**config.mk**
```make
export PLATFORM = sky130hd
export DESIGN_NAME = hog_img_resize_feeder
export DESIGN_NICKNAME = d
export VERILOG_FILES = /design/src/rtl/hog_img_resize_feeder.sv
export SDC_FILE = /design/constraint.sdc
export NUM_CORES = 1
export LEC_CHECK = 0
export ABC_AREA = 1
export CAP_MARGIN = 30
export CORE_MARGIN = 1
export CORE_UTILIZATION = 55
export DETAILED_ROUTE_END_ITERATION = 16
export PLACE_DENSITY = 0.72
export SETUP_SLACK_MARGIN = 0.05
export SYNTH_ARGS = -nofsm -noshare
export SYNTH_HDL_FRONTEND = slang
export SYNTH_SLANG_ARGS = --single-unit
```
**constraint.sdc**
```tcl
create_clock -name aclk -period 9.46 [get_ports aclk]
set_input_delay 0.946 -clock aclk [delete_from_list [all_inputs] [get_ports aclk]]
set_output_delay 0.946 -clock aclk [all_outputs]
set_load 0.03 [all_outputs]
```
**src/rtl/hog_img_resize_feeder.sv**
```systemverilog
// Nearest-neighbour resampler feeding the HOG block: reads a grayscale source
// frame from BRAM and streams a fixed IMAGE_WIDTH x IMAGE_WIDTH raster as p/p_valid.
module hog_img_resize_feeder #(
  parameter int IMAGE_SIZE  = 18495,
  parameter int IMAGE_WIDTH = 136,
  parameter int SRC_AW      = 18,
  parameter int FRAC        = 8,
  parameter int RD_LAT      = 2,
  parameter int DELAY       = 1
) (
  input  logic              aclk,
  input  logic              arest_n,
  input  logic              start,
  input  logic [9:0]        src_width,
  input  logic [9:0]        src_height,
  input  logic [15:0]       step_x,
  input  logic [15:0]       step_y,
  input  logic              hog_ready,
  output logic [SRC_AW-1:0] src_addr,
  output logic              src_en,
  input  logic [7:0]        src_dout,
  output logic [7:0]        p,
  output logic              p_valid,
  output logic              finish,
  output logic              busy
);

  localparam int ACC_W  = 18;
  localparam int PROD_W = ACC_W + 10;
  localparam int OX_W   = $clog2(IMAGE_WIDTH);
  localparam int PIX_W  = $clog2(IMAGE_SIZE + 1);

  typedef enum logic [2:0] {IDLE, WAIT_RDY, RUN, DRAIN, FIN} state_t;

  state_t             state, state_nxt;
  logic [9:0]         width_r, height_r;
  logic [15:0]        step_x_r, step_y_r;
  logic [ACC_W-1:0]   acc_x, acc_y, acc_y_nxt, row_base, mul_p1;
  logic [ACC_W-1:0]   sx, sy_nxt;
  logic [PROD_W-1:0]  prod;
  logic [SRC_AW-1:0]  addr_nxt;
  logic [OX_W-1:0]    ox;
  logic [PIX_W-1:0]   pix_cnt;
  logic [7:0]         drain_cnt;
  logic [RD_LAT-1:0]  vld_p;
  logic [7:0]         p_hold;
  logic               row_end, last_pix;
  logic               unused_delay;

  assign unused_delay = (DELAY != 0);

  // Source coordinate of an accumulator, clamped to the last valid column/row.
  function automatic logic [ACC_W-1:0] clamp_coord(input logic [ACC_W-1:0] acc,
                                                   input logic [9:0]       lim);
    logic [ACC_W-1:0] raw, max_c;
    raw   = acc >> FRAC;
    max_c = ACC_W'(lim) - ACC_W'(1);
    return (raw > max_c) ? max_c : raw;
  endfunction

  assign row_end  = (ox == OX_W'(IMAGE_WIDTH - 1));
  assign last_pix = (pix_cnt == PIX_W'(IMAGE_SIZE));
  assign p_valid  = vld_p[RD_LAT-1];
  assign p        = p_valid ? src_dout : p_hold;

  always_comb begin
    acc_y_nxt = acc_y + ACC_W'(step_y_r);
    sx        = clamp_coord(acc_x, width_r);
    sy_nxt    = clamp_coord(acc_y_nxt, height_r);
    prod      = PROD_W'(sy_nxt) * PROD_W'(width_r);
    addr_nxt  = SRC_AW'(row_base + sx);
  end

  always_comb begin
    state_nxt = state;
    busy      = 1'b0;
    finish    = 1'b0;
    case (state)
      IDLE:     if (start) state_nxt = WAIT_RDY;
      WAIT_RDY: begin
        busy = 1'b1;
        if (hog_ready) state_nxt = RUN;
      end
      RUN: begin
        busy = 1'b1;
        if (last_pix) state_nxt = DRAIN;
      end
      DRAIN: begin
        busy = 1'b1;
        if (drain_cnt == 8'(RD_LAT)) state_nxt = FIN;
      end
      FIN: begin
        finish    = 1'b1;
        state_nxt = IDLE;
      end
      default: state_nxt = IDLE;
    endcase
  end

  always_ff @(posedge aclk or negedge arest_n) begin
    if (!arest_n) begin
      state     <= IDLE;
      src_en    <= 1'b0;
      src_addr  <= '0;
      vld_p     <= '0;
      p_hold    <= '0;
      drain_cnt <= '0;
    end else begin
      state     <= state_nxt;
      src_en    <= (state == RUN);
      if (state == RUN) src_addr <= addr_nxt;
      vld_p[0]  <= src_en;
      for (int i = 1; i < RD_LAT; i++) vld_p[i] <= vld_p[i-1];
      drain_cnt <= (state == DRAIN) ? drain_cnt + 8'd1 : 8'd0;
      if (p_valid) p_hold <= src_dout;
    end
  end

  // ---- p1: next row's base address, ready long before the row boundary ----
  always_ff @(posedge aclk) begin
    mul_p1 <= prod[ACC_W-1:0];
    if (state == IDLE && start) begin
      width_r  <= src_width;
      height_r <= src_height;
      step_x_r <= step_x;
      step_y_r <= step_y;
      acc_x    <= '0;
      acc_y    <= '0;
      row_base <= '0;
      ox       <= '0;
      pix_cnt  <= '0;
    end else if (state == RUN) begin
      pix_cnt <= pix_cnt + PIX_W'(1);
      if (row_end) begin
        ox       <= '0;
        acc_x    <= '0;
        acc_y    <= acc_y_nxt;
        row_base <= mul_p1;
      end else begin
        ox    <= ox + OX_W'(1);
        acc_x <= acc_x + ACC_W'(step_x_r);
      end
    end
  end

endmodule

```
# --- Yosys cells after proc, flatten, opt, wreduce, memory -nomap -nowiden ---
# Cells that the tools add are included.
totals:
  regBits: 187
  in_bits: 64
  out_inout_bits: 30
  elab_cells: 56
op_classes:
  addsub: 8
  n_mul: 1
  order_cmp: 2
  n_eq_ne: 11
  mux: 13
  n_reduce_logical: 5
op_table:
  columns: ["cell", "count"]
  rows:
  - ["$mux 18", 3]
  - ["$add 18x16->18", 2]
  - ["$gt 10x18->1", 2]
  - ["$mux 8", 3]
  - ["$sub 10x1->11 const B", 2]
  - ["$add 18x18->18", 1]
  - ["$mul 18x10->18", 1]
  - ["$add 8x1->8 const B", 2]
  - ["$add 15x1->15 const B", 1]
  - ["$eq 15x15->1 const B", 1]
  - ["$mux 3", 4]
  - ["$pmux 3 s4", 1]
  - ["$eq 8x2->1 const B", 1]
  - ["$eq 8x8->1 const B", 1]
  - ["$ne 2x2->1 const B", 4]
  - ["$eq 3x2->1 const B", 2]
  - ["$reduce_and 4->1", 1]
  - ["$eq 3x1->1 const B", 1]
  - ["$eq 3x3->1 const B", 1]
  - ["$logic_not 3->1", 1]
  - ["$reduce_or 3->1", 1]
  - ["$mux 1", 2]
  - ["$reduce_and 2->1", 1]
  - ["$logic_and 1x1->1", 1]

# --- Longest topological paths before layout ---
# Gate-level depths: netlist of run 1.
logic_depth:
  depth_word: 4
  mapped_depth: 48
  ltp_nobuf: 47

# --- Least setup slack after synthesis of run 1 ---
# Ideal clock, no wire load.
synth_path:
  path_kind: "flip-flop to flip-flop"
  start: "register step_y_r[0]"
  end: "register mul_p1[17]"
  setup_time_ns: 0.112
  arrival_ns: 6.908
  required_time_ns: 9.348
  path_slack_ns: 2.440
  path_stages_with_launch: 43
  path_buffers: 1
  synth_period_minus_slack_ns: 7.020
  path_cell_list: "edfxtp_1 ha_1 inv_1 fa_1 inv_1 nand3_1 nand2_1 nand3b_1 o2111ai_1 nand2_1 nand3_1 xor2_1 inv_1 ha_1 nand2_1 nor2_1 and2_1 nand3_1 [... 7 more ...] fa_1 fa_1 inv_1 fa_1 inv_1 fa_1 inv_1 fa_1 inv_1 ha_1 nand2_1 o21ai_1 nand3_1 a21o_1 nand2_1 inv_1 nand3_1 nand2_1"
synth_via:
  elab_chain_len: 4
synth_rtl:
  columns: ["element", "line", "text"]
  rows:
  - ["start: declaration", "37", "logic [15:0] step_x_r, step_y_r;"]
  - ["start signal: assignment", "126", "step_y_r <= step_y;"]
  - ["$add 18x16->18 (*)", "67", "acc_y_nxt = acc_y + ACC_W'(step_y_r);"]
  - ["named net acc_y_nxt[14]", "38", "logic [ACC_W-1:0] acc_x, acc_y, acc_y_nxt, row_base, mul_p1;"]
  - ["$gt 10x18->1", "58", "return (raw > max_c) ? max_c : raw;"]
  - ["$mux 18 (*)", "58", null]
  - ["$mul 18x10->18 (*)", "70", "prod = PROD_W'(sy_nxt) * PROD_W'(width_r);"]
  - ["named net prod[17]", "40", "logic [PROD_W-1:0] prod;"]
  - ["end signal: assignment", "121", "mul_p1 <= prod[ACC_W-1:0];"]
  - ["end: declaration", "38", null]
# Mark *: on every way through the listed nets, which the timed path passes. The rest lies on a longest branch.
# A chain may end at the register's enable or synchronous reset.

# --- Worst setup path in the final report of run 1 ---
layout_path:
  start: "register acc_y[0]"
  end: "register mul_p1[16]"
layout_via:
  elab_chain_len: 4
layout_rtl:
  columns: ["element", "line", "text"]
  rows:
  - ["start: declaration", "38", null]
  - ["start signal: assignment", "137", "acc_y <= acc_y_nxt;"]
  - ["$add 18x16->18 (*)", "67", null]
  - ["named net acc_y_nxt[14]", "38", null]
  - ["$gt 10x18->1", "58", null]
  - ["$mux 18 (*)", "58", null]
  - ["$mul 18x10->18 (*)", "70", null]
  - ["named net prod[16]", "40", null]
# Marks and branches as above.

==> run summary, run 1 <==
die width - 157.0 µm
DR WL/cell - 14.12 µm
routed wl met3 - 1138 µm
Max Fclk - 0.1262 GHz
CTS H-tree depth - 4
ANT nets after route - 0
crit start category - flop
Least-Margin Pin Slew - 0.8962 ns
number of synthesized flops with an enable pin - 52
Met1 Routed Length - 12760 µm
io pins - 94
clk slew on worst S/H paths - 0.08 ns
max-slew violations - 0
Yosys top cell area share - 14.40%
antenna violations before repair - 0
GPL Wtd Cong - 0.9566
Post-Syn Area per Cell - 8.452 µm²
type of the tightest min-delay check - reg -> reg
crit-path most repeated cell - nand2_1
Via density - 5.275
Starting Density - 56.11%
detailed-routed wire length on met2 - 13950 µm
setup violators final - 0
endpoints failing hold - 0
largest net degree at the start of global routing - 74
Crit Path Class - reg -> reg
top cells by area in the synthesized netlist - dfxtp_1 14%, fa_1 13%, edfxtp_1 12%, ha_1 10%, nand2_1 8.1%
CTS tree - yes
final core utilization - 64.42%
share of layout cells above drive strength 1 - 5.572%
Slew headroom - 40.26%
DRT Wirelength - 28330 µm
area of the multi-input gates - 0.007859 mm²
status - completed
FP Rows - 56
Die ar. - 0.02464 mm²
R2R depth - 40
dpl hpwl - 22070 µm
grt ovf - 0
Total GRT Usage - 24.41%
Synth Register Bits - 187
Cells after Synth - 1563
total negative slack - 0 ns
top routing layer used - met4
Seq/Total Area, Yosys - 33.79%
CP required - 9.80 ns
CP Data Arrival Time - 8.27 ns
CTS Hold Bufs - 0
first-pass GRT wire length - 47640 µm
Worst path max stage delay - 0.55 ns
clk_skew - 0.01781 ns
Die Ht - 157.0 µm
Worst-Skew Late Latency - 0.46 ns
critical path fanouts, max - 11
crit path time final - 7.922 ns
Seq. cell area - 0.004464 mm²
Setup Fix Bufs, Post-CTS - 0
Tcrit/Tclk final - 83.74%
core region area - 0.02354 mm²
drt pass-1 iters - 7
most frequent cells in the layout - 284 x nand2_1, 217 x inv_1, 142 x nor2_1
vias in the first global route - 10350
Max Cap Viol - 0
Net count, final - 1931
drt drc - 0
Max clock buf depth - 2
predominant post-synthesis flop cell - dfxtp_1
Netlist cell types - 64
YS warnings - 0
slowest CP cell - fa_1
Layout area overhead - 14.80%
filler instances - 2088
Ant. Diodes - 0
initial detailed-routing violation count - 656
PostCTS Resize Cnt - 0
Port Buffers - 93
WHS - 0.3562 ns
hold path depth - 0
routed vias - 10580
mapped cell area - 0.01321 mm²
Synth area leader - dfxtp_1
Synth async-reset ratio - 21.39%
CTS sink cnt - 187
Num CTS Buffers - 17
RSZ-0062 raised after global routing - false
commonest non-fill, non-tap cell in the layout - nand2_1
CTS root buffer - clkbuf_16
crit path capture type - flop
-- through the flow --
step	instance area (µm²)	setup WS, ns	cells
after global placement	14530	1.874	1973
after detailed placement	14540	1.584	1974
final	15170	1.538	2006
after global routing	15170	0.9603	2006
after floorplan	13300	2.440	1587
after CTS	15170	1.561	2006
-- Yosys cell counts, types with 2 or more instances --
cell type and count:
a21o_1 7, a21oi_1 122, a22o_1 12, a31oi_1 10, and3_1 2, buf_2 9, clkbuf_1 18, clkinv_1 2
conb_1 2, dfrtp_1 40, dfxtp_1 95, edfxtp_1 52, fa_1 86, ha_1 107, inv_1 217, inv_2 8
mux2_2 8, nand2_1 284, nand2_2 8, nand2_4 2, nand3_1 83, nand3_2 2, nand3b_1 4, nand4_1 8
nor2_1 143, nor2_2 4, nor2_4 2, nor3_1 14, nor3_2 5, nor3b_1 5, nor4_1 2, nor4_2 2
o211ai_1 3, o21a_1 6, o21ai_0 86, o21ai_1 11, o21bai_1 3, o22ai_1 2, o31ai_1 3, or2_0 3
or2_2 5, xnor2_1 17, xor2_1 38
-- path summary, 6_finish.rpt --
check | start | end | slack, ns
max | acc_y[0]$_SDFFE_PP0P_ | mul_p1[16]$_DFF_P_ | 1.54
min | vld_p[0]$_DFF_PN0_ | vld_p[1]$_DFF_PN0_ | 0.36
max reg2reg | acc_y[0]$_SDFFE_PP0P_ | mul_p1[16]$_DFF_P_ | 1.54
min reg2reg | vld_p[0]$_DFF_PN0_ | vld_p[1]$_DFF_PN0_ | 0.36
max in group asynchronous | arest_n | drain_cnt[4]$_DFF_PN0_ | 8.32
min in group asynchronous | arest_n | drain_cnt[2]$_DFF_PN0_ | 0.60
-- state kept, by name (all words and copies together) (netlist names), 8 cells and up --
| signal | flops |
|---|---|
| acc_x | 18 |
| acc_y | 18 |
| mul_p1 | 18 |
| row_base | 18 |
| src_addr | 18 |
| step_x_r | 16 |
| step_y_r | 16 |
| pix_cnt | 15 |
| height_r | 10 |
| width_r | 10 |
| drain_cnt | 8 |
| ox | 8 |
| p_hold | 8 |
-- worst max-delay path: cells and delay by family (launching register included) --
family / cells / cell delay (ns)
AOI/OAI and AO/OA: 4 / 0.66
buffers and inverters: 8 / 0.67
xor gates and xnor gates: 1 / 0.24
DFF: 1 / 0.34
and+or+nand+nor: 18 / 2.06
adders and majority gates: 9 / 3.83
-- area by class of cell --
type                            instances  share of cell area [%]
Timing Repair Buffer                   97                   6.303
Tap cell                              319                   2.632
Multi-Input combinational cell       1143                   51.82
Inverter                              228                   5.660
Clock buffer                           18                   2.970
Clock inverter                         14                   1.180
Sequential cell                       187                   29.44
-- per-layer routing --
layer / GRT usage (%) / vias up
li1: - / 5316
met1: 30.20 / 5019
met2: 43.45 / 207
met3: 3.882 / 40
met4: 7.563 / 0
met5: 0 / -
-- cell families after synthesis --
family | Yosys count | share of synthesized area [%]
and+or+nand+nor | 583 | 19.31
buffers and inverters | 257 | 7.463
muxes | 8 | 0.6820
xor gates and xnor gates | 55 | 3.647
DFF | 187 | 33.79
adders and majority gates | 193 | 23.17
other | 2 | 0.05685
AOI/OAI and AO/OA | 278 | 11.88
Power of run 1 is left out: the tool's default activity adds up to more than one toggle a clock period on the data nets, which glitch-free logic cannot reach.
==> inputs of run 2 (changes only) <==
==> constraint.sdc (replaced) <==
create_clock -name aclk -period 7.6 [get_ports aclk]
set_input_delay 0.76 -clock aclk [delete_from_list [all_inputs] [get_ports aclk]]
set_output_delay 0.76 -clock aclk [all_outputs]
set_load 0.03 [all_outputs]
==> run summary, run 2 (synthesis results as in run 1) <==
status - completed
Max clock buf depth - 2 (unchanged)
WHS - 0.3535 ns (-0.002662 ns)
met2 usage - 43.66% (+0.21 points)
busiest grt layer - met2
worst r2r src - step_y_r[0]$_DFFE_PP_
CTS tree - yes
core region area - 0.02354 mm² (unchanged)
ANT nets after route - 0 (unchanged)
critical register-to-register path endpoint - mul_p1[17]$_DFF_P_
Hold Path Origin - vld_p[0]$_DFF_PN0_
vias in the first global route - 10650 (+2.9%)
Ant. Diodes - 0 (unchanged)
Layout area overhead - 18.47%
dpl hpwl - 22410 µm (+1.6%)
met1 usage - 30.75% (+0.55 points)
largest net degree at the start of global routing - 75 (+1.4%)
crit start category - flop
Via density - 5.307 (+0.60%)
endpoints failing hold - 0 (unchanged)
Num CTS Buffers - 17 (unchanged)
GPL Wtd Cong - 0.8967 (-6.3%)
CP required - 7.94 ns (-1.86 ns)
Worst-Skew Late Latency - 0.44 ns (-0.02 ns)
Tcrit/Tclk final - 95.22% (+11 points)
Max Cap Viol - 0 (unchanged)
Die Ht - 157.0 µm (unchanged)
commonest non-fill, non-tap cell in the layout - nand2_1
hold path depth - 0 (unchanged)
crit-path most repeated cell - inv_1
filler instances - 1966 (-5.8%)
Slew headroom - 38.31% (-1.9 points)
FP Rows - 56 (unchanged)
initial detailed-routing violation count - 604 (-7.9%)
clk_skew - 0.01214 ns (-0.005664 ns)
CTS sink cnt - 187 (unchanged)
Starting Density - 56.11% (unchanged)
routed vias - 10810 (+2.1%)
crit path capture type - flop
final core utilization - 66.48% (+2.1 points)
Die ar. - 0.02464 mm² (unchanged)
CTS H-tree depth - 4 (unchanged)
Total GRT Usage - 24.78% (+0.38 points)
die width - 157.0 µm (unchanged)
CTS Hold Bufs - 0 (unchanged)
first-pass GRT wire length - 48290 µm (+1.3%)
CP Data Arrival Time - 7.58 ns (-0.69 ns)
slowest CP cell - fa_1
Least-Margin Pin Slew - 0.9254 ns (+0.02924 ns)
Crit Path Class - reg -> reg
setup violators final - 0 (unchanged)
R2R depth - 44 (+10%)
max-slew violations - 0 (unchanged)
r2r setup slk - 0.36 ns (-1.18 ns)
clk slew on worst S/H paths - 0.08 ns (about the same)
critical path fanouts, max - 7 (-4)
hold endpoint - vld_p[1]$_DFF_PN0_
type of the tightest min-delay check - reg -> reg
Max Fclk - 0.1382 GHz (+9.5%)
CTS root buffer - clkbuf_16
DRT Wirelength - 29540 µm (+4.3%)
crit path time final - 7.237 ns (-0.6848 ns)
most frequent cells in the layout - 274 x nand2_1, 212 x inv_1, 140 x nor2_1
drt pass-1 iters - 6 (-1)
Final Cell Area - 0.01565 mm² (+3.2%)
setup ws final - 0.3632 ns (-1.175 ns)
Net count, final - 1961 (+1.6%)
share of layout cells above drive strength 1 - 10.19% (+4.6 points)
placed instance area - 0.01461 mm² (+0.52%)
io pins - 94 (unchanged)
Setup WS pre-CTS - 0.006162 ns (-1.578 ns)
grt ovf - 0 (unchanged)
drt drc - 0 (unchanged)
Port Buffers - 93 (unchanged)
antenna violations before repair - 0 (unchanged)
Worst path max stage delay - 0.54 ns (about the same)
DR WL/cell - 14.51 µm (+2.7%)
met3 usage - 3.497% (-0.39 points)
run 2: what timing repair did:
action | in CTS | in global routing
gates resized for setup | 4 | 62
setup endpoints to repair | 3 | 9
buffers inserted | 0 | 20
pin swaps | 0 | 26
run 2: cell type report:
type                            count  area (µm²)  area share (%)
Sequential cell                   187        4466           28.53
Timing Repair Buffer              127        1181           7.547
Clock buffer                       17       425.4           2.718
Multi-Input combinational cell   1143        8139           52.01
Clock inverter                     15       171.4           1.095
Inverter                          228       868.3           5.548
Tap cell                          319       399.1           2.550
run 2: critical path: cells and delay by family, from the launching register on:
kind	cells	cell delay, ns
XOR/XNOR	1	0.17
AO/OA/AOI/OAI	4	0.42
buffers and inverters	12	0.87
adder cells (fa/ha/maj)	9	3.69
flip-flops	1	0.33
AND/OR/NAND/NOR	18	1.62
run 2: metal layers:
metal	wire (µm)	vias up
met1	12970	5079
met3	1246	55
met5	0	-
li1	-	5388
met4	835	0
met2	14490	283
run 2: how the worst max path moves through the flow:
stage,start,to,cells after the start
6_report,step_y_r[0]$_DFFE_PP_,mul_p1[17]$_DFF_P_,44
5_1_grt,step_y_r[2]$_DFFE_PP_,mul_p1[15]$_DFF_P_,38
4_1_cts,acc_y[0]$_SDFFE_PP0P_,mul_p1[15]$_DFF_P_,40
3_5_place_dp,acc_y[0]$_SDFFE_PP0P_,mul_p1[17]$_DFF_P_,43
3_3_place_gp,acc_y[0]$_SDFFE_PP0P_,mul_p1[15]$_DFF_P_,37
2_1_floorplan,step_y_r[0]$_DFFE_PP_,mul_p1[17]$_DFF_P_,42
run 2: stage by stage:
step | TNS (ns) | cells
2_1_floorplan | 0 | 1587
3_3_place_gp | 0 | 1983
3_5_place_dp | 0 | 1984
4_1_cts | 0 | 2016
5_1_grt | -0.04968 | 2036
6_report | 0 | 2036
Power of run 2 is left out for the same reason.
